**src/rtl/spi_pkg.sv**
```systemverilog
// Shared state encoding and framing constants for the SPI shift engine.
package spi_pkg;

    typedef enum logic [0:0] {
        IDLE,
        SHIFT
    } spi_state_e;

    localparam int unsigned BITS_PER_BYTE  = 8;
    localparam int unsigned EDGES_PER_BYTE = 16;

endpackage

```
**src/rtl/spi_edge_gen.sv**
```systemverilog
// SPI clock generator: half-period counter, spi_clk toggle and per-byte edge counter.
module spi_edge_gen
    import spi_pkg::*;
#(
    parameter int unsigned CLKS_PER_HALF_BIT = 2
) (
    input  logic clk,
    input  logic resetn,
    input  logic start_i,
    output logic spi_clk_o,
    output logic rise_o,
    output logic fall_o,
    output logic edge_zero_o,
    output logic last_cycle_o
);

    localparam int unsigned CntW = (CLKS_PER_HALF_BIT > 1) ? $clog2(CLKS_PER_HALF_BIT) : 1;
    localparam logic [CntW-1:0] HalfMax = CntW'(CLKS_PER_HALF_BIT - 1);
    localparam logic [CntW-1:0] HalfPre = CntW'(CLKS_PER_HALF_BIT - 2);
    localparam logic [4:0] EdgeLoad = 5'(EDGES_PER_BYTE);

    logic [CntW-1:0] half_q, half_d;
    logic [4:0]      edge_q, edge_d;
    logic            clk_q, clk_d;
    logic            active;
    logic            toggle;

    // The counter keeps running until the 16th toggle, even after the top has
    // already returned to IDLE one cycle earlier.
    assign active       = (edge_q != 5'd0);
    assign toggle       = active && (half_q == HalfMax);
    assign rise_o       = toggle && !clk_q;
    assign fall_o       = toggle && clk_q;
    assign edge_zero_o  = (edge_q == 5'd1);
    // Cycle before the final falling toggle: lets the next byte be accepted
    // on that very toggle so bytes follow with no spi_clk gap.
    assign last_cycle_o = (edge_q == 5'd1) && (half_q == HalfPre);
    assign spi_clk_o    = clk_q;

    // Next-state for the half counter, edge counter and spi_clk.
    always_comb begin
        half_d = half_q;
        edge_d = edge_q;
        clk_d  = clk_q;
        if (start_i) begin
            half_d = '0;
            edge_d = EdgeLoad;
            clk_d  = 1'b0;
        end else if (active) begin
            if (toggle) begin
                half_d = '0;
                edge_d = edge_q - 5'd1;
                clk_d  = ~clk_q;
            end else begin
                half_d = half_q + CntW'(1);
            end
        end
    end

    // Counter and spi_clk registers.
    always_ff @(posedge clk or negedge resetn) begin
        if (!resetn) begin
            half_q <= '0;
            edge_q <= 5'd0;
            clk_q  <= 1'b0;
        end else begin
            half_q <= half_d;
            edge_q <= edge_d;
            clk_q  <= clk_d;
        end
    end

endmodule

```
**src/rtl/spi_shift_engine.sv**
```systemverilog
// Byte-level SPI mode-0 master, MSB first, full duplex.
module spi_shift_engine
    import spi_pkg::*;
#(
    parameter int unsigned CLKS_PER_HALF_BIT = 2
) (
    input  logic                     clk,
    input  logic                     resetn,
    input  logic [BITS_PER_BYTE-1:0] tx_byte,
    input  logic                     tx_dv,
    output logic                     tx_ready,
    output logic                     rx_dv,
    output logic [BITS_PER_BYTE-1:0] rx_byte,
    output logic                     spi_clk,
    input  logic                     spi_miso,
    output logic                     spi_mosi
);

    spi_state_e               state_q, state_d;
    logic [BITS_PER_BYTE-1:0] tx_sr_q, tx_sr_d;
    logic [BITS_PER_BYTE-1:0] rx_sr_q, rx_sr_d;
    logic [BITS_PER_BYTE-1:0] rx_byte_q, rx_byte_d;
    logic                     mosi_q, mosi_d;
    logic                     rx_dv_q, rx_dv_d;
    logic                     accept;
    logic                     rise, fall, edge_zero, last_cycle;

    assign tx_ready = (state_q == IDLE);
    assign accept   = tx_dv && tx_ready;
    assign rx_dv    = rx_dv_q;
    assign rx_byte  = rx_byte_q;
    assign spi_mosi = mosi_q;

    spi_edge_gen #(
        .CLKS_PER_HALF_BIT(CLKS_PER_HALF_BIT)
    ) u_edge_gen (
        .clk         (clk),
        .resetn      (resetn),
        .start_i     (accept),
        .spi_clk_o   (spi_clk),
        .rise_o      (rise),
        .fall_o      (fall),
        .edge_zero_o (edge_zero),
        .last_cycle_o(last_cycle)
    );

    // Handshake FSM, MISO sampling and MOSI shifting.
    always_comb begin
        state_d   = state_q;
        tx_sr_d   = tx_sr_q;
        rx_sr_d   = rx_sr_q;
        rx_byte_d = rx_byte_q;
        mosi_d    = mosi_q;
        rx_dv_d   = 1'b0;

        unique case (state_q)
            IDLE: begin
                if (tx_dv) state_d = SHIFT;
            end
            SHIFT: begin
                if (last_cycle) begin
                    state_d   = IDLE;
                    rx_dv_d   = 1'b1;
                    rx_byte_d = rx_sr_q;
                end
            end
            default: state_d = IDLE;
        endcase

        if (rise) rx_sr_d = {rx_sr_q[BITS_PER_BYTE-2:0], spi_miso};

        // A new byte's MSB takes priority over idling MOSI on the final fall.
        if (accept) begin
            tx_sr_d = tx_byte;
            mosi_d  = tx_byte[BITS_PER_BYTE-1];
        end else if (fall) begin
            if (edge_zero) begin
                mosi_d = 1'b0;
            end else begin
                mosi_d  = tx_sr_q[BITS_PER_BYTE-2];
                tx_sr_d = {tx_sr_q[BITS_PER_BYTE-2:0], 1'b0};
            end
        end
    end

    // State and datapath registers.
    always_ff @(posedge clk or negedge resetn) begin
        if (!resetn) begin
            state_q   <= IDLE;
            tx_sr_q   <= '0;
            rx_sr_q   <= '0;
            rx_byte_q <= '0;
            mosi_q    <= 1'b0;
            rx_dv_q   <= 1'b0;
        end else begin
            state_q   <= state_d;
            tx_sr_q   <= tx_sr_d;
            rx_sr_q   <= rx_sr_d;
            rx_byte_q <= rx_byte_d;
            mosi_q    <= mosi_d;
            rx_dv_q   <= rx_dv_d;
        end
    end

endmodule

```
**config.mk**
```make
export PLATFORM = sky130hd
export DESIGN_NAME = spi_shift_engine
export DESIGN_NICKNAME = d
export VERILOG_FILES = /design/src/rtl/spi_pkg.sv /design/src/rtl/spi_edge_gen.sv /design/src/rtl/spi_shift_engine.sv
export SDC_FILE = /design/constraint.sdc
export NUM_CORES = 1
export LEC_CHECK = 0
export CORE_ASPECT_RATIO = 1.1
export CORE_MARGIN = 8
export CORE_UTILIZATION = 40
export DETAILED_ROUTE_END_ITERATION = 10
export GPL_TIMING_DRIVEN = 1
export PLACE_DENSITY_LB_ADDON = 0.1
export SYNTH_ARGS = -nofsm -noshare
export SYNTH_HDL_FRONTEND = slang
export SYNTH_SLANG_ARGS = --single-unit
```
**constraint.sdc**
```tcl
create_clock -name clk -period 2 [get_ports clk]
set_clock_uncertainty 0.15 [all_clocks]
set_input_delay 0.3 -clock clk [delete_from_list [all_inputs] [get_ports clk]]
set_output_delay 0.3 -clock clk [all_outputs]
set_load 0.05 [all_outputs]
```
==> impl_results.html, run 1 <==
<table>
<tr><th>Metric</th><th>Value</th></tr>
<tr><th colspan="2">Route</th></tr>
<tr><td>Total iterations of the first detailed-routing run</td><td>4</td></tr>
<tr><td>Via count</td><td>1084</td></tr>
<tr><td>DRC violation total after the first TritonRoute iteration</td><td>76</td></tr>
<tr><td>Total DRC errors in the routed layout</td><td>0</td></tr>
<tr><td>Average detailed-routed wire length per instance</td><td>15.0 um</td></tr>
<tr><td>Antenna violation net count after detailed routing</td><td>0</td></tr>
<tr><td>Number of vias per cell after detailed routing</td><td>5.24</td></tr>
<tr><td>Total Routed Length</td><td>3100 um</td></tr>
<tr><th colspan="2">Job</th></tr>
<tr><td>Number of violations of the max-capacitance limit</td><td>0</td></tr>
<tr><th colspan="2">Synth</th></tr>
<tr><td>Simple-gate share of the synthesized area</td><td>0.160</td></tr>
<tr><td>Synth warn</td><td>0</td></tr>
<tr><td>Number of flops mapped to enable cells by yosys</td><td>0</td></tr>
<tr><td>Ranking of synthesized cells by area</td><td>sky130_fd_sc_hd__dfrtp_1 (54%), sky130_fd_sc_hd__mux2_2 (11%), sky130_fd_sc_hd__nor4b_4 (3.1%), sky130_fd_sc_hd__o31ai_1 (2.9%), sky130_fd_sc_hd__a31oi_1 (2.8%)</td></tr>
<tr><td>Share of the synthesized area in compound gates (AO/OA/AOI/OAI)</td><td>0.114</td></tr>
<tr><td>Area share of the largest cell type after synthesis</td><td>0.535</td></tr>
<tr><td>Cell accounting for the most synthesized area</td><td>sky130_fd_sc_hd__dfrtp_1</td></tr>
<tr><td>Adder-cell share of the synthesized area</td><td>0.0162</td></tr>
<tr><td>Total of flip-flops plus latches after synthesis</td><td>33</td></tr>
<tr><td>Most common flop cell mapped by yosys</td><td>sky130_fd_sc_hd__dfrtp_1</td></tr>
<tr><td>Post-synthesis mux area share</td><td>0.119</td></tr>
<tr><td>Gate count after technology mapping</td><td>129</td></tr>
<tr><td>Synth Area in XOR/XNOR</td><td>0.00568</td></tr>
<tr><td>Total standard cell area after synthesis</td><td>0.00154 mm2</td></tr>
<tr><td>Async set or reset register ratio after synthesis</td><td>1.00</td></tr>
<tr><td>Library cells used by synthesis</td><td>33</td></tr>
<tr><td>Net count of the mapped netlist</td><td>143</td></tr>
<tr><td>Proportion of synthesized chip area in sequential cells</td><td>0.535</td></tr>
<tr><td>Main combinational cell family by area after synthesis</td><td>simple AND/OR/NAND/NOR gates</td></tr>
<tr><td>Post-synthesis average cell area</td><td>12.0 um2</td></tr>
<tr><th colspan="2">Timing</th></tr>
<tr><td>Final setup viols</td><td>0</td></tr>
<tr><td>Final Max Slew Viols</td><td>0</td></tr>
<tr><td>Tcrit/Tclk final</td><td>0.951</td></tr>
<tr><td>Period minus WS final</td><td>1.90 ns</td></tr>
<tr><td>Fin. Hold Viols</td><td>0</td></tr>
<tr><td>Max-slew headroom at the worst pin</td><td>0.664</td></tr>
<tr><td>Fmax</td><td>0.526 GHz</td></tr>
<tr><td>Final total negative setup slack</td><td>0 ns</td></tr>
<tr><td>Minimum hold slack</td><td>0.257 ns</td></tr>
<tr><td>Final critical-path setup slack</td><td>0.0975 ns</td></tr>
<tr><td>Tightest Pin Transition</td><td>0.503 ns</td></tr>
<tr><td>Setup repair after global routing missed its margin</td><td>no</td></tr>
<tr><th colspan="2">Placement</th></tr>
<tr><td>DP HPWL</td><td>2210 um</td></tr>
<tr><td>Count of port buffers added during placement</td><td>23</td></tr>
<tr><td>RD Place Congestion</td><td>0.784</td></tr>
<tr><td>Placed standard-cell area</td><td>0.00183 mm2</td></tr>
<tr><td>Placement-stage worst setup slack</td><td>0.0941 ns</td></tr>
<tr><td>Number of cells in the design after placement</td><td>199</td></tr>
<tr><th colspan="2">Critical path</th></tr>
<tr><td>Crit path buffers/inverters</td><td>1</td></tr>
<tr><td>WS Path Type</td><td>flop to output port</td></tr>
<tr><td>Critical-path top delay cell</td><td>sky130_fd_sc_hd__clkdlybuf4s50_1</td></tr>
<tr><td>CP cell instances</td><td>clkdlybuf4s50_1</td></tr>
<tr><td>Worst path required time</td><td>1.55 ns</td></tr>
<tr><td>Highest fanout seen on the critical path</td><td>2</td></tr>
<tr><td>CP delay by family, top</td><td>buffers and inverters</td></tr>
<tr><td>Data arrival time of the critical path</td><td>1.45 ns</td></tr>
<tr><td>Element type at the critical path start</td><td>flop</td></tr>
<tr><td>Sort of element at the end of the critical path</td><td>output port</td></tr>
<tr><td>Max incr delay on CP</td><td>0.81 ns</td></tr>
<tr><th colspan="2">Clock tree</th></tr>
<tr><td>CTS HTree Levels</td><td>2</td></tr>
<tr><td>CTS resizes</td><td>0</td></tr>
<tr><td>Post-CTS Hold Fix Bufs</td><td>0</td></tr>
<tr><td>Clock latency reported for the late side of the worst-skew pair</td><td>0.28 ns</td></tr>
<tr><td>Sink count of the clock tree</td><td>33</td></tr>
<tr><td>Clock Tree Root</td><td>sky130_fd_sc_hd__clkbuf_8</td></tr>
<tr><td>Clock-pin slew on the worst setup and hold paths</td><td>0.07 ns</td></tr>
<tr><td>Post-CTS setup-driven buffer insertion count</td><td>0</td></tr>
<tr><td>Clock tree from TritonCTS</td><td>built</td></tr>
<tr><td>Number of buffers created by CTS</td><td>5</td></tr>
<tr><td>Clock tree buffer depth</td><td>2</td></tr>
<tr><th colspan="2">Hold path</th></tr>
<tr><td>Path category of the worst min-delay check</td><td>input pin to async pin</td></tr>
<tr><th colspan="2">GRT</th></tr>
<tr><td>Number of global-route vias before repair</td><td>1086</td></tr>
<tr><td>Total congestion overflow</td><td>0</td></tr>
<tr><td>First-pass GRT wire length</td><td>5360 um</td></tr>
<tr><td>Pin count of the biggest net entering global routing</td><td>34</td></tr>
<tr><td>Antenna violations before repair</td><td>0</td></tr>
<tr><td>Overall track demand over capacity in global routing</td><td>0.115</td></tr>
<tr><th colspan="2">Finish</th></tr>
<tr><td>Design Area, Final</td><td>0.00195 mm2</td></tr>
<tr><td>Number of diodes added for antenna fixing</td><td>0</td></tr>
<tr><td>Layout filler cell count</td><td>345</td></tr>
<tr><td>Number of standard cells in the layout, taps in and fillers out</td><td>207</td></tr>
<tr><td>Share of cells above drive strength 1</td><td>0.242</td></tr>
<tr><td>Synthesis-to-layout area growth</td><td>26.3%</td></tr>
<tr><td>Nets</td><td>170</td></tr>
<tr><td>Post-route core utilization</td><td>0.529</td></tr>
<tr><th colspan="2">Floorplan</th></tr>
<tr><td>Effective utilization at floorplan</td><td>0.419</td></tr>
<tr><td>Floorplan die width</td><td>75.2 um</td></tr>
<tr><td>Placeable core region</td><td>0.00368 mm2</td></tr>
<tr><td>Vertical die dimension</td><td>81.1 um</td></tr>
<tr><td>I/O pin total</td><td>24</td></tr>
<tr><td>Row count</td><td>23</td></tr>
<tr><td>Overall die area</td><td>0.00610 mm2</td></tr>
<tr><th colspan="2">Power</th></tr>
<tr><td>Worst IR drop on VDD</td><td>0.926 mV</td></tr>
<tr><td>Final total power</td><td>3.45 mW</td></tr>
<tr><td>Total power divided by cell area</td><td>1770 mW/mm2</td></tr>
<tr><td>Leak Pwr</td><td>0.849 nW</td></tr>
<tr><th colspan="2">Status</th></tr>
<tr><td>Run status</td><td>complete, no violations</td></tr>
</table>
## layer usage
layer,track usage,routed length (um),vias up
li1,-,-,520
met2,0.170,1500,35
met4,0.0462,16,0
met5,0,0,-
met3,0.0456,225,2
met1,0.147,1350,527
## cell usage after synthesis, types with 2 or more instances
| cell type | number |
|---|---|
| sky130_fd_sc_hd__clkbuf_1 | 5 |
| sky130_fd_sc_hd__o311ai_0 | 2 |
| sky130_fd_sc_hd__inv_1 | 7 |
| sky130_fd_sc_hd__nand2_1 | 3 |
| sky130_fd_sc_hd__nor3_1 | 2 |
| sky130_fd_sc_hd__nor2_1 | 11 |
| sky130_fd_sc_hd__or4b_1 | 2 |
| sky130_fd_sc_hd__buf_2 | 2 |
| sky130_fd_sc_hd__dfrtp_1 | 33 |
| sky130_fd_sc_hd__o21a_1 | 2 |
| sky130_fd_sc_hd__o31ai_1 | 6 |
| sky130_fd_sc_hd__nor4b_4 | 2 |
| sky130_fd_sc_hd__a31oi_1 | 7 |
| sky130_fd_sc_hd__buf_6 | 2 |
| sky130_fd_sc_hd__a21oi_1 | 2 |
| sky130_fd_sc_hd__nand4_1 | 7 |
| sky130_fd_sc_hd__o21ai_0 | 3 |
| sky130_fd_sc_hd__mux2_2 | 15 |
| sky130_fd_sc_hd__ha_1 | 2 |
## logic make-up (layout without fill, tap and decap cells)
logic type / Yosys count / after routing
simple gates: 35 / 35
flops: 33 / 33
compound gates: 26 / 26
mux: 16 / 16
buf+inv: 16 / 44
fa+ha+maj: 2 / 2
xor+xnor: 1 / 1
## cells in the final DEF, fill, tap and decap left out, drive strengths merged, types with 3 or more instances in the layout
cell,Yosys,layout
buf,4,10
inv,7,7
o31ai,6,6
clkdlybuf4s50,0,19
nand2,3,3
nor4b,3,3
o21ai,4,4
a31oi,7,7
mux2,16,16
nor2,11,11
dfrtp,33,33
nand4,7,7
nor3,3,3
clkbuf,5,7
## registers in the layout (all words and copies together), names as in the netlist
register / count
rx_byte: 8
rx_dv: 1
rx_sr_q: 8
spi_mosi: 1
state_q: 1
tx_sr_q: 7
u_edge_gen.edge_q: 5
u_edge_gen.half_q: 1
u_edge_gen.spi_clk_o: 1
## power by group
group / leakage (nW) / internal (mW) / switching [mW] / total [mW]
combinational: 0.382 / 0.680 / 0.862 / 1.54
clock: 0.0585 / 0.406 / 0.239 / 0.645
sequential: 0.409 / 0.983 / 0.276 / 1.26
## area by class of cell
cell class | instances | area (um2) | area share
flip-flops and latches | 33 | 826 | 0.424
multi-input cells | 80 | 639 | 0.328
repair buffers | 29 | 278 | 0.143
clock buffers | 7 | 86.3 | 0.0443
well taps | 50 | 62.6 | 0.0321
clock inverters | 1 | 30.0 | 0.0154
inverters | 7 | 26.3 | 0.0135
## final timing paths
path,start,end,slack [ns],depth (start not counted)
min in group clk,rx_byte[7],rx_byte[7],0.36,1
max in group asynchronous,resetn,rx_byte[7],1.13,2
hold / removal,resetn,tx_sr_q[5],0.26,2
setup reg to reg,u_edge_gen.edge_q[0],rx_sr_q[6],0.1,5
setup / recovery,rx_byte[1],rx_byte[1],0.1,1
hold reg to reg,rx_byte[7],rx_byte[7],0.36,1
Note: power is estimated with default switching activity, not from simulation.
==> inputs of run 2 (changes only) <==
--- a/config.mk
+++ b/config.mk
@@ -5,6 +5,7 @@
 export SDC_FILE = /design/constraint.sdc
 export NUM_CORES = 1
 export LEC_CHECK = 0
+export ABC_CLOCK_PERIOD_IN_PS = 2000
 export CORE_ASPECT_RATIO = 1.1
 export CORE_MARGIN = 8
 export CORE_UTILIZATION = 40
==> results of run 2 <==
No change in the layout: final DEF, timing and power equal those of run 1.
==> inputs of run 3 (changes only) <==
--- a/config.mk
+++ b/config.mk
@@ -11,7 +11,9 @@
 export CORE_UTILIZATION = 40
 export DETAILED_ROUTE_END_ITERATION = 10
 export GPL_TIMING_DRIVEN = 1
+export MAX_ROUTING_LAYER = met4
 export PLACE_DENSITY_LB_ADDON = 0.1
+export SLEW_MARGIN = 0
 export SYNTH_ARGS = -nofsm -noshare
 export SYNTH_HDL_FRONTEND = slang
 export SYNTH_SLANG_ARGS = --single-unit
==> constraint.sdc (replaced) <==
create_clock -name clk -period 2 [get_ports clk]
set_clock_uncertainty 0.15 [all_clocks]
set_input_delay 0.2 -clock clk [delete_from_list [all_inputs] [get_ports clk]]
set_output_delay 0.2 -clock clk [all_outputs]
set_load 0.05 [all_outputs]
==> impl_results.html, run 3 (synthesis results as in run 1) <==
<table>
<tr><th>Metric</th><th>Value</th></tr>
<tr><th colspan="2">Placement</th></tr>
<tr><td>RD Place Congestion</td><td>0.805 (+2.7%)</td></tr>
<tr><td>Number of cells in the design after placement</td><td>199 (unchanged)</td></tr>
<tr><td>Count of port buffers added during placement</td><td>23 (unchanged)</td></tr>
<tr><td>DP HPWL</td><td>2230 um (+1.1%)</td></tr>
<tr><td>Placement-stage worst setup slack</td><td>0.103 ns (+0.00869 ns)</td></tr>
<tr><th colspan="2">GRT</th></tr>
<tr><td>First-pass GRT wire length</td><td>5290 um (-1.3%)</td></tr>
<tr><td>Total congestion overflow</td><td>0 (unchanged)</td></tr>
<tr><td>Number of global-route vias before repair</td><td>1086 (unchanged)</td></tr>
<tr><td>Overall track demand over capacity in global routing</td><td>0.118 (+0.00235)</td></tr>
<tr><td>Antenna violations before repair</td><td>0 (unchanged)</td></tr>
<tr><td>Pin count of the biggest net entering global routing</td><td>34 (unchanged)</td></tr>
<tr><th colspan="2">Critical path</th></tr>
<tr><td>Data arrival time of the critical path</td><td>1.86 ns (+0.41 ns)</td></tr>
<tr><td>Element type at the critical path start</td><td>flop</td></tr>
<tr><td>Worst path required time</td><td>2.01 ns (+0.46 ns)</td></tr>
<tr><td>Sort of element at the end of the critical path</td><td>flop</td></tr>
<tr><td>WS Path Type</td><td>flop to flop</td></tr>
<tr><td>Highest fanout seen on the critical path</td><td>5 (+3)</td></tr>
<tr><th colspan="2">Clock tree</th></tr>
<tr><td>Clock latency reported for the late side of the worst-skew pair</td><td>0.28 ns (about the same)</td></tr>
<tr><td>CTS HTree Levels</td><td>2 (unchanged)</td></tr>
<tr><td>Clock tree buffer depth</td><td>2 (unchanged)</td></tr>
<tr><td>Number of buffers created by CTS</td><td>5 (unchanged)</td></tr>
<tr><td>Clock-pin slew on the worst setup and hold paths</td><td>0.07 ns (about the same)</td></tr>
<tr><td>Post-CTS Hold Fix Bufs</td><td>0 (unchanged)</td></tr>
<tr><td>Sink count of the clock tree</td><td>33 (unchanged)</td></tr>
<tr><td>Clock tree from TritonCTS</td><td>built</td></tr>
<tr><td>Clock Tree Root</td><td>sky130_fd_sc_hd__clkbuf_8</td></tr>
<tr><th colspan="2">Timing</th></tr>
<tr><td>Final total negative setup slack</td><td>0 ns (unchanged)</td></tr>
<tr><td>Setup repair after global routing missed its margin</td><td>no</td></tr>
<tr><td>Period minus WS final</td><td>1.84 ns (-0.0613 ns)</td></tr>
<tr><td>Fin. Hold Viols</td><td>0 (unchanged)</td></tr>
<tr><td>Final Max Slew Viols</td><td>0 (unchanged)</td></tr>
<tr><td>Final setup viols</td><td>0 (unchanged)</td></tr>
<tr><td>Fmax</td><td>0.543 GHz (+3.3%)</td></tr>
<tr><td>Tcrit/Tclk final</td><td>0.921 (-0.0307)</td></tr>
<tr><td>Final critical-path setup slack</td><td>0.159 ns (+0.0613 ns)</td></tr>
<tr><td>Tightest Pin Transition</td><td>0.506 ns (+0.00325 ns)</td></tr>
<tr><td>Max-slew headroom at the worst pin</td><td>0.662 (-0.00217)</td></tr>
<tr><th colspan="2">Finish</th></tr>
<tr><td>Synthesis-to-layout area growth</td><td>25.6%</td></tr>
<tr><td>Commonest non-fill, non-tap cell in the layout</td><td>sky130_fd_sc_hd__dfrtp_1</td></tr>
<tr><td>Number of diodes added for antenna fixing</td><td>0 (unchanged)</td></tr>
<tr><td>Number of standard cells in the layout, taps in and fillers out</td><td>209 (+0.97%)</td></tr>
<tr><td>Share of cells above drive strength 1</td><td>0.245 (+0.00324)</td></tr>
<tr><td>Highest-count cells in the layout ignoring fill and taps</td><td>sky130_fd_sc_hd__dfrtp_1 (33), sky130_fd_sc_hd__clkdlybuf4s50_1 (21), sky130_fd_sc_hd__mux2_2 (15)</td></tr>
<tr><td>Nets</td><td>172 (+1.2%)</td></tr>
<tr><th colspan="2">Route</th></tr>
<tr><td>Total iterations of the first detailed-routing run</td><td>4 (unchanged)</td></tr>
<tr><td>Via count</td><td>1064 (-1.8%)</td></tr>
<tr><td>DRC violation total after the first TritonRoute iteration</td><td>78 (+2.6%)</td></tr>
<tr><td>Total Routed Length</td><td>3150 um (+1.6%)</td></tr>
<tr><td>Antenna violation net count after detailed routing</td><td>0 (unchanged)</td></tr>
<tr><td>Number of vias per cell after detailed routing</td><td>5.09 (-2.8%)</td></tr>
<tr><td>Total DRC errors in the routed layout</td><td>0 (unchanged)</td></tr>
<tr><td>Average detailed-routed wire length per instance</td><td>15.1 um (+0.64%)</td></tr>
<tr><th colspan="2">Power</th></tr>
<tr><td>Final total power</td><td>3.33 mW (-3.3%)</td></tr>
<tr><td>Leak Pwr</td><td>0.844 nW (-0.64%)</td></tr>
<tr><td>Worst IR drop on VDD</td><td>0.788 mV (-15%)</td></tr>
<tr><td>Total power divided by cell area</td><td>1720 mW/mm2 (-2.8%)</td></tr>
<tr><th colspan="2">Hold path</th></tr>
<tr><td>Path category of the worst min-delay check</td><td>input pin to async pin</td></tr>
<tr><th colspan="2">Floorplan</th></tr>
<tr><td>Vertical die dimension</td><td>81.1 um (unchanged)</td></tr>
<tr><td>Placeable core region</td><td>0.00368 mm2 (unchanged)</td></tr>
<tr><td>Overall die area</td><td>0.00610 mm2 (unchanged)</td></tr>
<tr><td>I/O pin total</td><td>24 (unchanged)</td></tr>
<tr><td>Floorplan die width</td><td>75.2 um (unchanged)</td></tr>
<tr><td>Effective utilization at floorplan</td><td>0.419 (unchanged)</td></tr>
<tr><td>Row count</td><td>23 (unchanged)</td></tr>
<tr><th colspan="2">Status</th></tr>
<tr><td>Run status</td><td>complete, no violations</td></tr>
<tr><th colspan="2">Job</th></tr>
<tr><td>Number of violations of the max-capacitance limit</td><td>0 (unchanged)</td></tr>
</table>
==> run 3: path summary, 6_finish.rpt <==
check,from,slack (ns),cells after the start,endpoint
max in group asynchronous,resetn,1.23,2,u_edge_gen.half_q
max,u_edge_gen.edge_q[1],0.16,6,rx_sr_q[2]
min in group clk,tx_byte[0],0.31,3,tx_sr_q[0]
max reg2reg,u_edge_gen.edge_q[1],0.16,6,rx_sr_q[2]
min,resetn,0.17,2,u_edge_gen.spi_clk_o
min reg2reg,rx_byte[0],0.36,1,rx_byte[0]
==> run 3: layout make-up <==
| class | count | area [um2] |
|---|---|---|
| clock inverters | 2 | 10.0 |
| well taps | 50 | 62.6 |
| multi-input cells | 80 | 643 |
| flip-flops and latches | 33 | 826 |
| fillers | 373 | 1750 |
| inverters | 7 | 26.3 |
| clock buffers | 6 | 72.6 |
| repair buffers | 31 | 298 |
==> run 3: critical path, stage by stage, from the launching register on <==
cell and delay, ns:
sky130_fd_sc_hd__dfrtp_1 0.40, sky130_fd_sc_hd__inv_1 0.09, sky130_fd_sc_hd__ha_1 0.20, sky130_fd_sc_hd__nor4b_4 0.36, sky130_fd_sc_hd__nor3_4 0.09, sky130_fd_sc_hd__buf_4 0.17, sky130_fd_sc_hd__mux2_2 0.27
==> run 3: timing repair <==
item | CTS | global route
gates resized for setup | 0 | 1
setup endpoints to repair | 0 | 2
buffers inserted | 0 | 2
==> run 3: per-layer routing <==
metal / vias up / track usage / share of wire
li1: 525 / - / -
met3: 6 / 0.0456 / 0.065
met2: 31 / 0.174 / 0.47
met5: - / - / 0
met4: 0 / 0.0462 / 0.015
met1: 502 / 0.141 / 0.45
==> run 3: power breakdown <==
group / total, mW / leakage (nW) / switching [mW] / internal, mW
clock: 0.475 / 0.0450 / 0.234 / 0.241
sequential: 1.27 / 0.409 / 0.286 / 0.983
combinational: 1.59 / 0.390 / 0.869 / 0.720
total: 3.33 / 0.844 / 1.39 / 1.94
==> run 3: metrics by stage <==
step / hold slack [ns] / utilization / instance area (um2)
2_1_floorplan: -0.246 / - / 1540
3_3_place_gp: 0.339 / 0.499 / 1840
3_5_place_dp: 0.342 / 0.499 / 1840
4_1_cts: 0.182 / 0.521 / 1920
5_1_grt: 0.211 / 0.526 / 1940
6_report: 0.169 / 0.526 / 1940
